===== config.mk =====
export PLATFORM = sky130hd
export DESIGN_NAME = blink_seq_ctrl
export DESIGN_NICKNAME = d
export VERILOG_FILES = /design/src/rtl/de0_blink_pkg.sv /design/src/rtl/key_debounce.sv /design/src/rtl/blink_seq_ctrl.sv
export SDC_FILE = /design/constraint.sdc
export NUM_CORES = 1
export LEC_CHECK = 0
export CORE_UTILIZATION = 37
export CTS_CLUSTER_DIAMETER = 60
export CTS_CLUSTER_SIZE = 24
export DETAILED_ROUTE_END_ITERATION = 7
export SLEW_MARGIN = 20
export SYNTH_ARGS = -nofsm -noshare
export SYNTH_HDL_FRONTEND = slang
export SYNTH_HIERARCHICAL = 1
export SYNTH_SLANG_ARGS = --single-unit

===== constraint.sdc =====
create_clock -name clk_i -period 2.5 [get_ports clk_i]
set_input_delay 0.75 -clock clk_i [delete_from_list [all_inputs] [get_ports clk_i]]
set_output_delay 0.75 -clock clk_i [all_outputs]
set_load 0.01 [all_outputs]

===== src/rtl/de0_blink_pkg.sv =====
// rtl/de0_blink_pkg.sv - shared encodings and pattern helpers for the blink scheduler
// Purpose: mode/state encodings, per-mode pattern periods, and the mode/step -> pattern decode.
// Contents: mode_e, state_e, pattern_t, period_of(), decode().
package de0_blink_pkg;

  typedef enum logic [1:0] {
    MODE_BLINK  = 2'd0,
    MODE_CHASE  = 2'd1,
    MODE_FILL   = 2'd2,
    MODE_STEADY = 2'd3
  } mode_e;

  typedef enum logic {
    STATE_RUN   = 1'b0,
    STATE_PAUSE = 1'b1
  } state_e;

  localparam logic [2:0] PERIOD_BLINK  = 3'd2;
  localparam logic [2:0] PERIOD_CHASE  = 3'd4;
  localparam logic [2:0] PERIOD_FILL   = 3'd5;
  localparam logic [2:0] PERIOD_STEADY = 3'd1;

  typedef struct packed {
    logic       led;
    logic [3:0] dig;
  } pattern_t;

  function automatic logic [2:0] period_of(input mode_e m);
    case (m)
      MODE_BLINK:  return PERIOD_BLINK;
      MODE_CHASE:  return PERIOD_CHASE;
      MODE_FILL:   return PERIOD_FILL;
      default:     return PERIOD_STEADY;
    endcase
  endfunction

  function automatic pattern_t decode(input mode_e m, input logic [2:0] s);
    pattern_t p;
    case (m)
      MODE_BLINK: begin
        p.led = s[0];
        p.dig = {4{s[0]}};
      end
      MODE_CHASE: begin
        p.led = (s == 3'd0);
        p.dig = 4'b0001 << s[1:0];
      end
      MODE_FILL: begin
        // Thermometer fill: step n lights the lowest n digits.
        p.led = (s == 3'd4);
        p.dig = 4'((5'd1 << s) - 5'd1);
      end
      default: begin
        p.led = 1'b1;
        p.dig = 4'b1111;
      end
    endcase
    return p;
  endfunction

endpackage


===== src/rtl/key_debounce.sv =====
// rtl/key_debounce.sv - push-key synchronizer, debouncer and press-pulse generator
// Purpose: turns a raw active-low key into a single-cycle press pulse.
// Ports:
//   clk_i    in  system clock
//   rst_i    in  async active-high reset (debounced level resets to released)
//   nkey_i   in  raw active-low key, asynchronous to clk_i
//   press_o  out one-cycle pulse on the debounced high->low edge
module key_debounce #(
  parameter int DEB_CYC = 2
) (
  input  logic clk_i,
  input  logic rst_i,
  input  logic nkey_i,
  output logic press_o
);

  localparam int CNT_W = (DEB_CYC < 2) ? 1 : $clog2(DEB_CYC + 1);

  logic             sync1_q, sync2_q, deb_q, press_q;
  logic             deb_d, press_d;
  logic [CNT_W-1:0] cnt_q, cnt_d;
  logic             differ, settle;

  // The counter only runs while the synchronized level disagrees with the
  // debounced one; any return to agreement restarts the stability window.
  assign differ = (sync2_q != deb_q);
  assign settle = differ && (cnt_q == CNT_W'(DEB_CYC - 1));

  always_comb begin
    cnt_d   = '0;
    deb_d   = deb_q;
    press_d = 1'b0;
    if (settle) begin
      deb_d   = sync2_q;
      press_d = ~sync2_q;
    end else if (differ) begin
      cnt_d = cnt_q + CNT_W'(1);
    end
  end

  always_ff @(posedge clk_i or posedge rst_i) begin
    if (rst_i) begin
      sync1_q <= 1'b1;
      sync2_q <= 1'b1;
      deb_q   <= 1'b1;
      cnt_q   <= '0;
      press_q <= 1'b0;
    end else begin
      sync1_q <= nkey_i;
      sync2_q <= sync1_q;
      deb_q   <= deb_d;
      cnt_q   <= cnt_d;
      press_q <= press_d;
    end
  end

  assign press_o = press_q;

endmodule


===== src/rtl/blink_seq_ctrl.sv =====
// rtl/blink_seq_ctrl.sv - four-pattern LED/7-seg blink scheduler with mode and pause keys
// Purpose: prescaler, RUN/PAUSE FSM, mode/step registers and pattern decode.
// Ports:
//   clk_i         in  system clock
//   rst_i         in  async active-high reset
//   nkey_mode_i   in  raw active-low mode key
//   nkey_pause_i  in  raw active-low pause key
//   led_on_o      out LED drive request
//   digit_en_o    out per-digit enable, bit i -> seven-segment digit i
//   mode_o        out current mode (BLINK, CHASE, FILL, STEADY)
//   step_o        out step index within the pattern
//   tick_o        out one-cycle pulse while the freshly advanced step is shown
//   paused_o      out high while in PAUSE
module blink_seq_ctrl
  import de0_blink_pkg::*;
#(
  parameter int CLK_HZ  = 50_000_000,
  parameter int TICK_HZ = 4,
  parameter int DEB_MS  = 20
) (
  input  logic       clk_i,
  input  logic       rst_i,
  input  logic       nkey_mode_i,
  input  logic       nkey_pause_i,
  output logic       led_on_o,
  output logic [3:0] digit_en_o,
  output logic [1:0] mode_o,
  output logic [2:0] step_o,
  output logic       tick_o,
  output logic       paused_o
);

  localparam int TICK_DIV = CLK_HZ / TICK_HZ;
  localparam int DEB_CYC  = CLK_HZ / 1000 * DEB_MS;
  localparam int PSC_W    = $clog2(TICK_DIV);
  localparam logic [PSC_W-1:0] PSC_MAX = PSC_W'(TICK_DIV - 1);

  logic mode_ev, pause_ev;

  key_debounce #(.DEB_CYC(DEB_CYC)) u_deb_mode (
    .clk_i   (clk_i),
    .rst_i   (rst_i),
    .nkey_i  (nkey_mode_i),
    .press_o (mode_ev)
  );

  key_debounce #(.DEB_CYC(DEB_CYC)) u_deb_pause (
    .clk_i   (clk_i),
    .rst_i   (rst_i),
    .nkey_i  (nkey_pause_i),
    .press_o (pause_ev)
  );

  state_e           state_q, state_d;
  mode_e            mode_q, mode_d;
  logic [2:0]       step_q, step_d;
  logic [PSC_W-1:0] psc_q, psc_d;
  logic             tick_q, tick_d;
  pattern_t         pat;

  always_comb begin
    state_d = state_q;
    mode_d  = mode_q;
    step_d  = step_q;
    psc_d   = psc_q;
    tick_d  = 1'b0;
    if (pause_ev) begin
      state_d = (state_q == STATE_RUN) ? STATE_PAUSE : STATE_RUN;
    end
    // A mode change restarts the pattern and suppresses a coincident wrap.
    if (mode_ev) begin
      mode_d = mode_e'(mode_q + 2'd1);
      step_d = '0;
      psc_d  = '0;
    end else if (state_q == STATE_RUN) begin
      if (psc_q == PSC_MAX) begin
        psc_d  = '0;
        tick_d = 1'b1;
        step_d = (step_q == period_of(mode_q) - 3'd1) ? 3'd0 : step_q + 3'd1;
      end else begin
        psc_d = psc_q + PSC_W'(1);
      end
    end
  end

  always_ff @(posedge clk_i or posedge rst_i) begin
    if (rst_i) begin
      state_q <= STATE_RUN;
      mode_q  <= MODE_BLINK;
      step_q  <= '0;
      psc_q   <= '0;
      tick_q  <= 1'b0;
    end else begin
      state_q <= state_d;
      mode_q  <= mode_d;
      step_q  <= step_d;
      psc_q   <= psc_d;
      tick_q  <= tick_d;
    end
  end

  assign pat        = decode(mode_q, step_q);
  assign led_on_o   = pat.led;
  assign digit_en_o = pat.dig;
  assign mode_o     = mode_q;
  assign step_o     = step_q;
  assign tick_o     = tick_q;
  assign paused_o   = (state_q == STATE_PAUSE);

endmodule


# After elaboration in Yosys (flattened, before gate mapping)
# Index checks and enable logic that the tools add are counted.
dict set report op_classes {
  n_addsub 7
  eq_ne 10
  n_shift 2
  mux 22
  n_bitwise 2
  n_reduce_logical 6
}
# cell count
set ops {}
lappend ops {{20-bit 2-to-1 mux} 4}
lappend ops {{24-bit 2-to-1 mux} 3}
lappend ops {{20-bit by 1-bit adder with 20-bit output, second input constant} 2}
lappend ops {{20-bit equality test, second input constant} 2}
lappend ops {{24-bit by 1-bit adder with 24-bit output, second input constant} 1}
lappend ops {{24-bit equality test, second input constant} 1}
lappend ops {{3-bit 2-to-1 mux} 7}
lappend ops {{5-bit case mux with 3 select lines} 1}
lappend ops {{3-bit case mux with 3 select lines} 1}
lappend ops {{1-bit 2-to-1 mux} 6}
lappend ops {{1-bit by 2-bit << shifter with 4-bit output, first input constant} 1}
lappend ops {{1-bit by 3-bit << shifter with 4-bit output, first input constant} 1}
lappend ops {{4-bit by 1-bit subtractor with 4-bit output, second input constant} 1}
lappend ops {{3-bit by 1-bit adder with 3-bit output, second input constant} 1}
lappend ops {{3-bit equality test} 1}
lappend ops {{3-bit equality test, second input constant} 1}
lappend ops {{3-bit zero test} 1}
lappend ops {{3-bit by 1-bit subtractor with 3-bit output, second input constant} 1}
lappend ops {{2-bit by 1-bit adder with 2-bit output, second input constant} 1}
lappend ops {{2-bit by 1-bit equality test with 1-bit output, second input constant} 1}
lappend ops {{2-bit equality test, second input constant} 1}
lappend ops {{1-bit logical AND} 2}
lappend ops {{2-bit zero test} 1}
lappend ops {{1-bit != test} 2}
lappend ops {{other kinds (4)} 5}
dict set report totals {
  register_bits 79
  inputBits 4
  output_inout_bits 12
}

# Logic depth before layout (Yosys ltp)
# Gate-level depths: netlist (run 1).
dict set report logic_depth {
  word_depth 11
  depth_mapped 7
  mapped_depth_nobuf 7
}

# Hierarchy
# The synthesis (run 1) kept the hierarchy.
# module n_inst cells_per_inst area_each_um2 seq_area_each_um2
set modules_own_cells {}
lappend modules_own_cells {key_debounce 2 115 1148.6 604.3}
lappend modules_own_cells {blink_seq_ctrl 1 218 1940.6 775.7}

# Least setup slack after synthesis (run 1)
# Ideal clock, no wire load.
dict set report synth_path {
  path_kind {register to output}
  start {register step_q[2] (netlist: step_o[2])}
  end {output port digit_en_o[3]}
  t_arrival_ns 1.458
  t_required_ns 1.750
  slack_ns 0.292
  path_stages_with_launch 7
  path_buffers 1
  cell_sequence {dfrtp_1 > clkbuf_1 > inv_1 > ha_1 > or3_1 > nand3_1 > nand3_1}
}
dict set report synth_via {
  elab_chain_cells 3
}
# item line
set synth_lines {}
lappend synth_lines {{start, declared} blink_seq_ctrl.sv:56} ;# logic [2:0] step_q, step_d;
lappend synth_lines {{start signal, assigned} blink_seq_ctrl.sv:96} ;# step_q <= step_d;
lappend synth_lines {{1-bit by 3-bit << shifter with 4-bit output} de0_blink_pkg.sv:51} ;# p.dig = 4'((5'd1 << s) - 5'd1);
lappend synth_lines {{4-bit by 1-bit subtractor with 4-bit output} de0_blink_pkg.sv:51}
lappend synth_lines {{5-bit case mux with 3 select lines} de0_blink_pkg.sv:39} ;# case (m)
lappend synth_lines {{end, declared} blink_seq_ctrl.sv:26} ;# output logic [3:0] digit_en_o,
# No other way between the ends.

# Worst setup path in the final report (run 1)
dict set report layout_path {
  start {register step_q[0] (netlist: step_o[0])}
  end {output port digit_en_o[3]}
}
dict set report layout_via {
  elab_chain_cells 3
  word_cells_on_any_way 4
}
# item line
set layout_lines {}
lappend layout_lines {{1-bit by 3-bit << shifter with 4-bit output} de0_blink_pkg.sv:51}
lappend layout_lines {{4-bit by 1-bit subtractor with 4-bit output} de0_blink_pkg.sv:51}
lappend layout_lines {{5-bit case mux with 3 select lines *} de0_blink_pkg.sv:39}
# Mark *: on every way between the ends. The rest lies on a longest branch, timed or not.

==> impl_metrics.toml, run 1 <==
[run_status]
status = "finished with violations"
violations = "negative setup slack"

[placement]
place_hpwl_um = 5857
dp_cells = 601
post-place-ws_ns = -0.1315
io_buffers = 15
globalplace.congestion = 0.7988

[synthesis]
synth_fa_ha_area_share_pct = 3.838
synth_area_um2 = 4238
synthSimpleGateAreaFrac_pct = 27.13
synth.mux.area_fraction_pct = 0.5314
synth_edf_count = 0
async_flop_share_pct = 100.0
netlist_instances = 448
synth_compound_area_share_pct = 8.533
ys_ff_latch = 79
synth_top_family_by_area = "simple AND/OR/NAND/NOR gates"
syn_nets = 465
syn_avg_cell_area_um2 = 9.459
ys_seq_area_share_pct = 46.83
synth-main-ff-cell = "dfrtp_1"
yosys.area_share.xor_xnor_pct = 8.887
ys_warn_count = 6
synth_cell_types = 52

[worst_setup_path]
cp_data_arrival_time_ns = 1.79
crit_slowest_cell = "dfrtp_2"
crit_buf_inv = 3
cp_top_family = "simple AND/OR/NAND/NOR gates"
crit_chain = "inv_2 -> buf_6 -> ha_4 -> nor3_2 -> or3_1 -> nand3_2 -> nand3_2 -> buf_6"
cp.required_ns = 1.75
startpoint_type = "register"
path_class = "register to output port"
worst-path-max-fanout = 5
slowest_delay_ns = 0.46
cp-end-kind = "output port"

[die]
die_width_um = 109.0
row_count = 38
io_pins = 16
coreArea_um2 = 10980
die_y_um = 109.0
start_util_pct = 38.59
die_area_um2 = 11890

[drt]
route.vias.total = 3292
drtIter0Drc = 123
antenna_left = 0
wl_per_cell_um = 14.06
viasPerCell = 5.276
wl_um = 8773
route.detailed.drc = 0
drtPass1Iterations = 5

[finish]
diodes = 0
nNetsFinal = 496
nFillCells = 1031
instances_no_fill = 624
layout-drive-gt1-share_pct = 21.07
area_delta_synth_final_pct = 20.14

[clock_network]
cts_buffer_depth = 2
worstSkewPairLatency_ns = 0.33
cts_root_buf = "clkbuf_16"
ctsHtreeMaxLevel = 3
cts_inserted_buffers = 9
clk_pin_slew_ns = 0.06
clkSinkCount = 79
cts_tree = "built"

[global_routing]
track_usage_pct = 15.70
antenna_found_initial = 0
grt_max_degree = 32
grt-ovfl-total = 0
grt_pass1_wl_um = 14750
grt_pass1_vias = 3139

[timing]
layout_setup_ws_ns = -0.03896
relSlewSlack_pct = 62.91
min_period_ns = 2.539
fmax_mhz = 393.9
rsz0062_at_grt = "true"
slew_violations = 0
finalSetupViolations = 2
finalClockSkew_ns = 0.007818
setup_tns_ns = -0.04625
min_period_over_period_pct = 101.6
tightest_slew_ns = 0.5486
finalHoldViolations = 0

[pwr]
power_frac_comb_pct = 2.3
p_leak_nw = 2.086
netSwitchingFraction_pct = 20.52
pwr-share-clk_pct = 49.9
switching_power_w = 0.0005589
p_total_w = 0.002724
p_int_w = 0.002165
seq_power_share_pct = 47.9
pwr_density_cell_nw_per_um2 = 535.1
vdd_drop_max_mv = 0.3200

[worst_hold_path]
hold_class = "register to register"

[flow_run]
drv_cap = 0
-- placed cells by master (no fill, tap or decap), drive strengths merged, types with 2 or more instances in the layout --
master / Yosys / layout
dfstp: 6 / 6
ha: 13 / 13
nand2: 32 / 32
nor2: 48 / 48
or3: 12 / 12
inv: 25 / 25
mux2: 2 / 2
and2: 3 / 3
dlygate4sd2: 0 / 2
o22ai: 2 / 2
and3: 4 / 4
xnor2: 27 / 27
dfrtp: 73 / 73
nand3: 35 / 35
clkinvlp: 0 / 3
a21oi: 23 / 23
or2: 3 / 3
or4: 21 / 21
o21ai: 20 / 20
nand2b: 3 / 3
o31ai: 7 / 7
nand4: 8 / 8
nor3: 16 / 16
a31o: 2 / 2
clkbuf: 8 / 12
buf: 11 / 27
clkdlybuf4s50: 0 / 10
nor4: 9 / 9
nor2b: 4 / 4
xor2: 16 / 16
nand3b: 3 / 3
nor3b: 4 / 4
-- cells in the mapped netlist, types with 9 or more instances --
library cell  count  area share, %
nand2_1          31            2.7
ha_1             13            3.8
nand3_1          33            3.9
nor2_1           48            4.3
a21oi_1          21            2.5
buf_2             9            1.1
or4_1            14            2.5
xor2_1           16            3.3
dfrtp_1          73             43
o21ai_0          17            2.0
xnor2_1          27            5.6
nor3_1           15            1.8
inv_1            25            2.2
-- final timing paths --
path	startpoint	to	slack (ns)	cells past startpoint
worst max-delay path	step_o[0]$_DFFE_PP0P_	digit_en_o[3]	-0.04	8
worst min-delay path	u_deb_pause/sync1_q$_DFF_PP1_	u_deb_pause/sync2_q$_DFF_PP1_	0.36	0
max in group asynchronous	rst_i	u_deb_mode/cnt_q[11]$_DFF_PP0_	1.24	3
worst max register to register	psc_q[0]$_DFFE_PP0P_	psc_q[5]$_DFFE_PP0P_	0.33	6
worst min register to register	u_deb_pause/sync1_q$_DFF_PP1_	u_deb_pause/sync2_q$_DFF_PP1_	0.36	0
min in group asynchronous	rst_i	u_deb_mode/cnt_q[18]$_DFF_PP0_	0.75	2
-- state kept, by name (all words and copies together), names as in the netlist --
register             count
u_deb_mode/press_o       1
u_deb_pause/cnt_q       20
u_deb_pause/sync1_q      1
paused_o                 1
step_o                   3
u_deb_mode/deb_q         1
u_deb_mode/sync2_q       1
u_deb_mode/cnt_q        20
u_deb_mode/sync1_q       1
mode_o                   2
u_deb_pause/deb_q        1
u_deb_pause/press_o      1
psc_q                   24
u_deb_pause/sync2_q      1
tick_o                   1
-- power groups by stage --
| stage | Sequential (W) | Clock [W] | Combinational [W] |
|---|---|---|---|
| global placement | 0.00133 | 0 | 0.0000635 |
| global route | 0.00130 | 0.00145 | 0.0000728 |
| floorplan | 0.00132 | 0 | 0.0000441 |
| CTS | 0.00130 | 0.00140 | 0.0000650 |
| detailed placement | 0.00133 | 0 | 0.0000646 |
| finish | 0.00130 | 0.00136 | 0.0000614 |
-- area by class of cell --
class / count / area (µm²) / share of cell area [%]
Multi-Input combinational cell: 325 / 2187 / 42.96
Sequential cell: 79 / 1986 / 39.00
Timing Repair Buffer: 39 / 330.3 / 6.488
Clock buffer: 12 / 266.5 / 5.235
Tap cell: 140 / 175.2 / 3.441
Inverter: 25 / 93.84 / 1.843
Clock inverter: 4 / 52.55 / 1.032
-- metrics by stage --
step | hold slack (ns) | utilization (%) | instance area, µm²
final | 0.3570 | 46.35 | 5091
after floorplan | 0.3452 | - | 4238
after CTS | 0.3555 | 45.22 | 4966
after global routing | 0.3548 | 46.35 | 5091
after global placement | 0.3494 | 41.92 | 4604
after detailed placement | 0.3490 | 41.92 | 4604
-- logic make-up (layout without fill, tap and decap cells) --
| group | count (synthesis) | count (layout) |
|---|---|---|
| and+or+nand+nor | 207 | 207 |
| DFF | 79 | 79 |
| AOI/OAI and AO/OA | 60 | 60 |
| buffers and inverters | 44 | 80 |
| xor gates and xnor gates | 43 | 43 |
| adders and majority gates | 13 | 13 |
| muxes | 2 | 2 |
-- layer usage --
layer,track usage [%],vias up,part of all wire (%)
met5,0,-,0
met4,4.923,0,1.1
met3,3.168,13,3.2
met2,26.73,48,50
met1,19.92,1607,46
li1,-,1624,-
-- what timing repair did --
| item | CTS | global route |
|---|---|---|
| gates cloned | 0 | 0 |
| buffers inserted | 5 | 3 |
| endpoints found under the setup margin | 5 | 4 |
| pin swaps | 0 | 8 |
| hold buffers | 0 | 0 |
| gates resized for setup | 24 | 22 |
(Power assumes the default switching activity.)
==> run 2: changes to the inputs <==
--- a/config.mk
+++ b/config.mk
@@ -5,10 +5,14 @@
 export SDC_FILE = /design/constraint.sdc
 export NUM_CORES = 1
 export LEC_CHECK = 0
+export CELL_PAD_IN_SITES_DETAIL_PLACEMENT = 0
+export CELL_PAD_IN_SITES_GLOBAL_PLACEMENT = 1
 export CORE_UTILIZATION = 37
 export CTS_CLUSTER_DIAMETER = 60
 export CTS_CLUSTER_SIZE = 24
 export DETAILED_ROUTE_END_ITERATION = 7
+export PLACE_DENSITY_LB_ADDON = 0.1
+export REMOVE_ABC_BUFFERS = 1
 export SLEW_MARGIN = 20
 export SYNTH_ARGS = -nofsm -noshare
 export SYNTH_HDL_FRONTEND = slang
==> impl_metrics.toml, run 2 (same netlist as run 1, synthesis figures left out) <==
[timing]
layout_setup_ws_ns = -0.04383
hold_ws_ns = 0.3605
finalHoldViolations = 0
fmax_mhz = 393.1
rsz0062_at_grt = "true"
min_period_over_period_pct = 101.8
tightest_slew_ns = 0.4707
slew_violations = 0
relSlewSlack_pct = 68.18
finalClockSkew_ns = 0.005935
min_period_ns = 2.544
finalSetupViolations = 1

[pwr]
vdd_drop_max_mv = 0.4514
pwr_density_cell_nw_per_um2 = 538.7
p_leak_nw = 2.117
p_total_w = 0.002761

[clock_network]
clkSinkCount = 79
ctsHtreeMaxLevel = 3
cts_root_buf = "clkbuf_16"
cts_buffer_depth = 2
clk_pin_slew_ns = 0.06
cts_inserted_buffers = 9
worstSkewPairLatency_ns = 0.34
cts_tree = "built"
hold_buffers = 0

[worst_setup_path]
rrSetupSlack_ns = 0.31
crit_path_start = "step_o[0]$_DFFE_PP0P_"
worstRegToRegCells = 5
cp_data_arrival_time_ns = 1.79
reg2reg_to = "u_deb_pause/cnt_q[18]$_DFF_PP0_"
cp.required_ns = 1.75
path_class = "register to output port"
worst-path-max-fanout = 2
cp-end-kind = "output port"
startpoint_type = "register"
rr_startpoint = "u_deb_pause/cnt_q[0]$_DFF_PP0_"

[placement]
place_hpwl_um = 5896
post-place-ws_ns = -0.05681
globalplace.congestion = 0.7792
io_buffers = 15

[finish]
top_register = "psc_q"
diodes = 0
nNetsFinal = 497
final_cell_mix = "dfrtp_1 (72), nor2_1 (48), nand3_1 (33)"
largest_register_ffs = 24
reg_top3 = "psc_q: 24 flops, u_deb_mode/cnt_q: 20 flops, u_deb_pause/cnt_q: 20 flops"
layout-drive-gt1-share_pct = 21.03
layout_commonest_cell = "dfrtp_1"
area_delta_synth_final_pct = 20.93

[flow_run]
drv_cap = 0

[drt]
antenna_left = 0
drtIter0Drc = 200
wl_per_cell_um = 14.30
viasPerCell = 5.264
route.vias.total = 3290
route.detailed.drc = 0
wl_um = 8936
drtPass1Iterations = 4

[die]
io_pins = 16
coreArea_um2 = 10980
die_y_um = 109.0
row_count = 38
die_area_um2 = 11890
start_util_pct = 38.59
die_width_um = 109.0

[global_routing]
grt_pass1_vias = 3038
track_usage_pct = 16.47
grt_pass1_wl_um = 15150
antenna_found_initial = 0
grt_max_degree = 32
grt-ovfl-total = 0

[worst_hold_path]
hold_depth = 0
hold_path_end = "u_deb_mode/sync2_q$_DFF_PP1_"
min-delay-start = "u_deb_mode/sync1_q$_DFF_PP1_"
hold_class = "register to register"

[run_status]
violations = "negative setup slack"
status = "finished with violations"
-- run 2: cell types whose count changed in the layout (fill, tap and decap cells not counted), sizes merged, moves of 2 or more --
| cell | change |
|---|---|
| clkinvlp | -2 |
| clkbuf | -3 |
| clkinv | +4 |
| dlygate4sd2 | -2 |
-- run 2: layer usage --
metal,vias to the layer above,track usage (%),wire length [µm]
met4,0,7.529,150
met2,31,24.71,4072
met1,1611,22.93,4515
met5,-,0,0
li1,1636,-,-
met3,12,3.048,198
-- run 2: layout make-up --
cell class	instances	area, µm²
Timing Repair Buffer	40	344.1
Multi-Input combinational cell	325	2211
Inverter	25	96.34
Fill cell	1067	5858
Tap cell	140	175.2
Clock inverter	7	87.58
Sequential cell	79	1986
Clock buffer	9	225.2
-- run 2: through the flow --
step | setup TNS [ns] | utilization (%) | cell area [µm²] | instances
after floorplan | 0 | - | 4151 | 429
after global placement | -0.06483 | 42.06 | 4619 | 603
after detailed placement | -0.1084 | 42.06 | 4619 | 603
after CTS | -0.3339 | 45.36 | 4982 | 622
after global routing | -0.2714 | 46.66 | 5125 | 625
final | -0.04383 | 46.66 | 5125 | 625
-- run 2: worst max path at each step --
stage	to	cells after the start
floorplan	digit_en_o[2]	7
global placement	digit_en_o[2]	8
detailed placement	digit_en_o[3]	8
CTS	led_on_o	6
global route	digit_en_o[3]	7
finish	digit_en_o[3]	7
-- run 2: timing repair --
item / in CTS / in global routing
pin swaps: 0 / 9
gates resized for setup: 23 / 28
setup buffers: 3 / 3
endpoints found under the setup margin: 5 / 5
gates cloned: 0 / 0
-- run 2: power breakdown --
group	internal [W]	switching, W
clock network	0.000867	0.000527
registers	0.00129	0.0000115
logic	0.0000178	0.0000447
-- run 2: critical path, cell delays in order, from the launching register on --
cell	delay (ns)
dfrtp_1	0.40
buf_6	0.13
ha_4	0.16
ha_4	0.15
or3_1	0.36
nand3_1	0.07
nand3_1	0.06
buf_2	0.14
==> run 3: changes to the inputs <==
--- a/config.mk
+++ b/config.mk
@@ -5,6 +5,7 @@
 export SDC_FILE = /design/constraint.sdc
 export NUM_CORES = 1
 export LEC_CHECK = 0
+export ABC_AREA = 0
 export CELL_PAD_IN_SITES_DETAIL_PLACEMENT = 0
 export CELL_PAD_IN_SITES_GLOBAL_PLACEMENT = 1
 export CORE_UTILIZATION = 37
==> results of run 3 <==
Same layout as run 2: the final DEF is identical, and so are final timing and power.
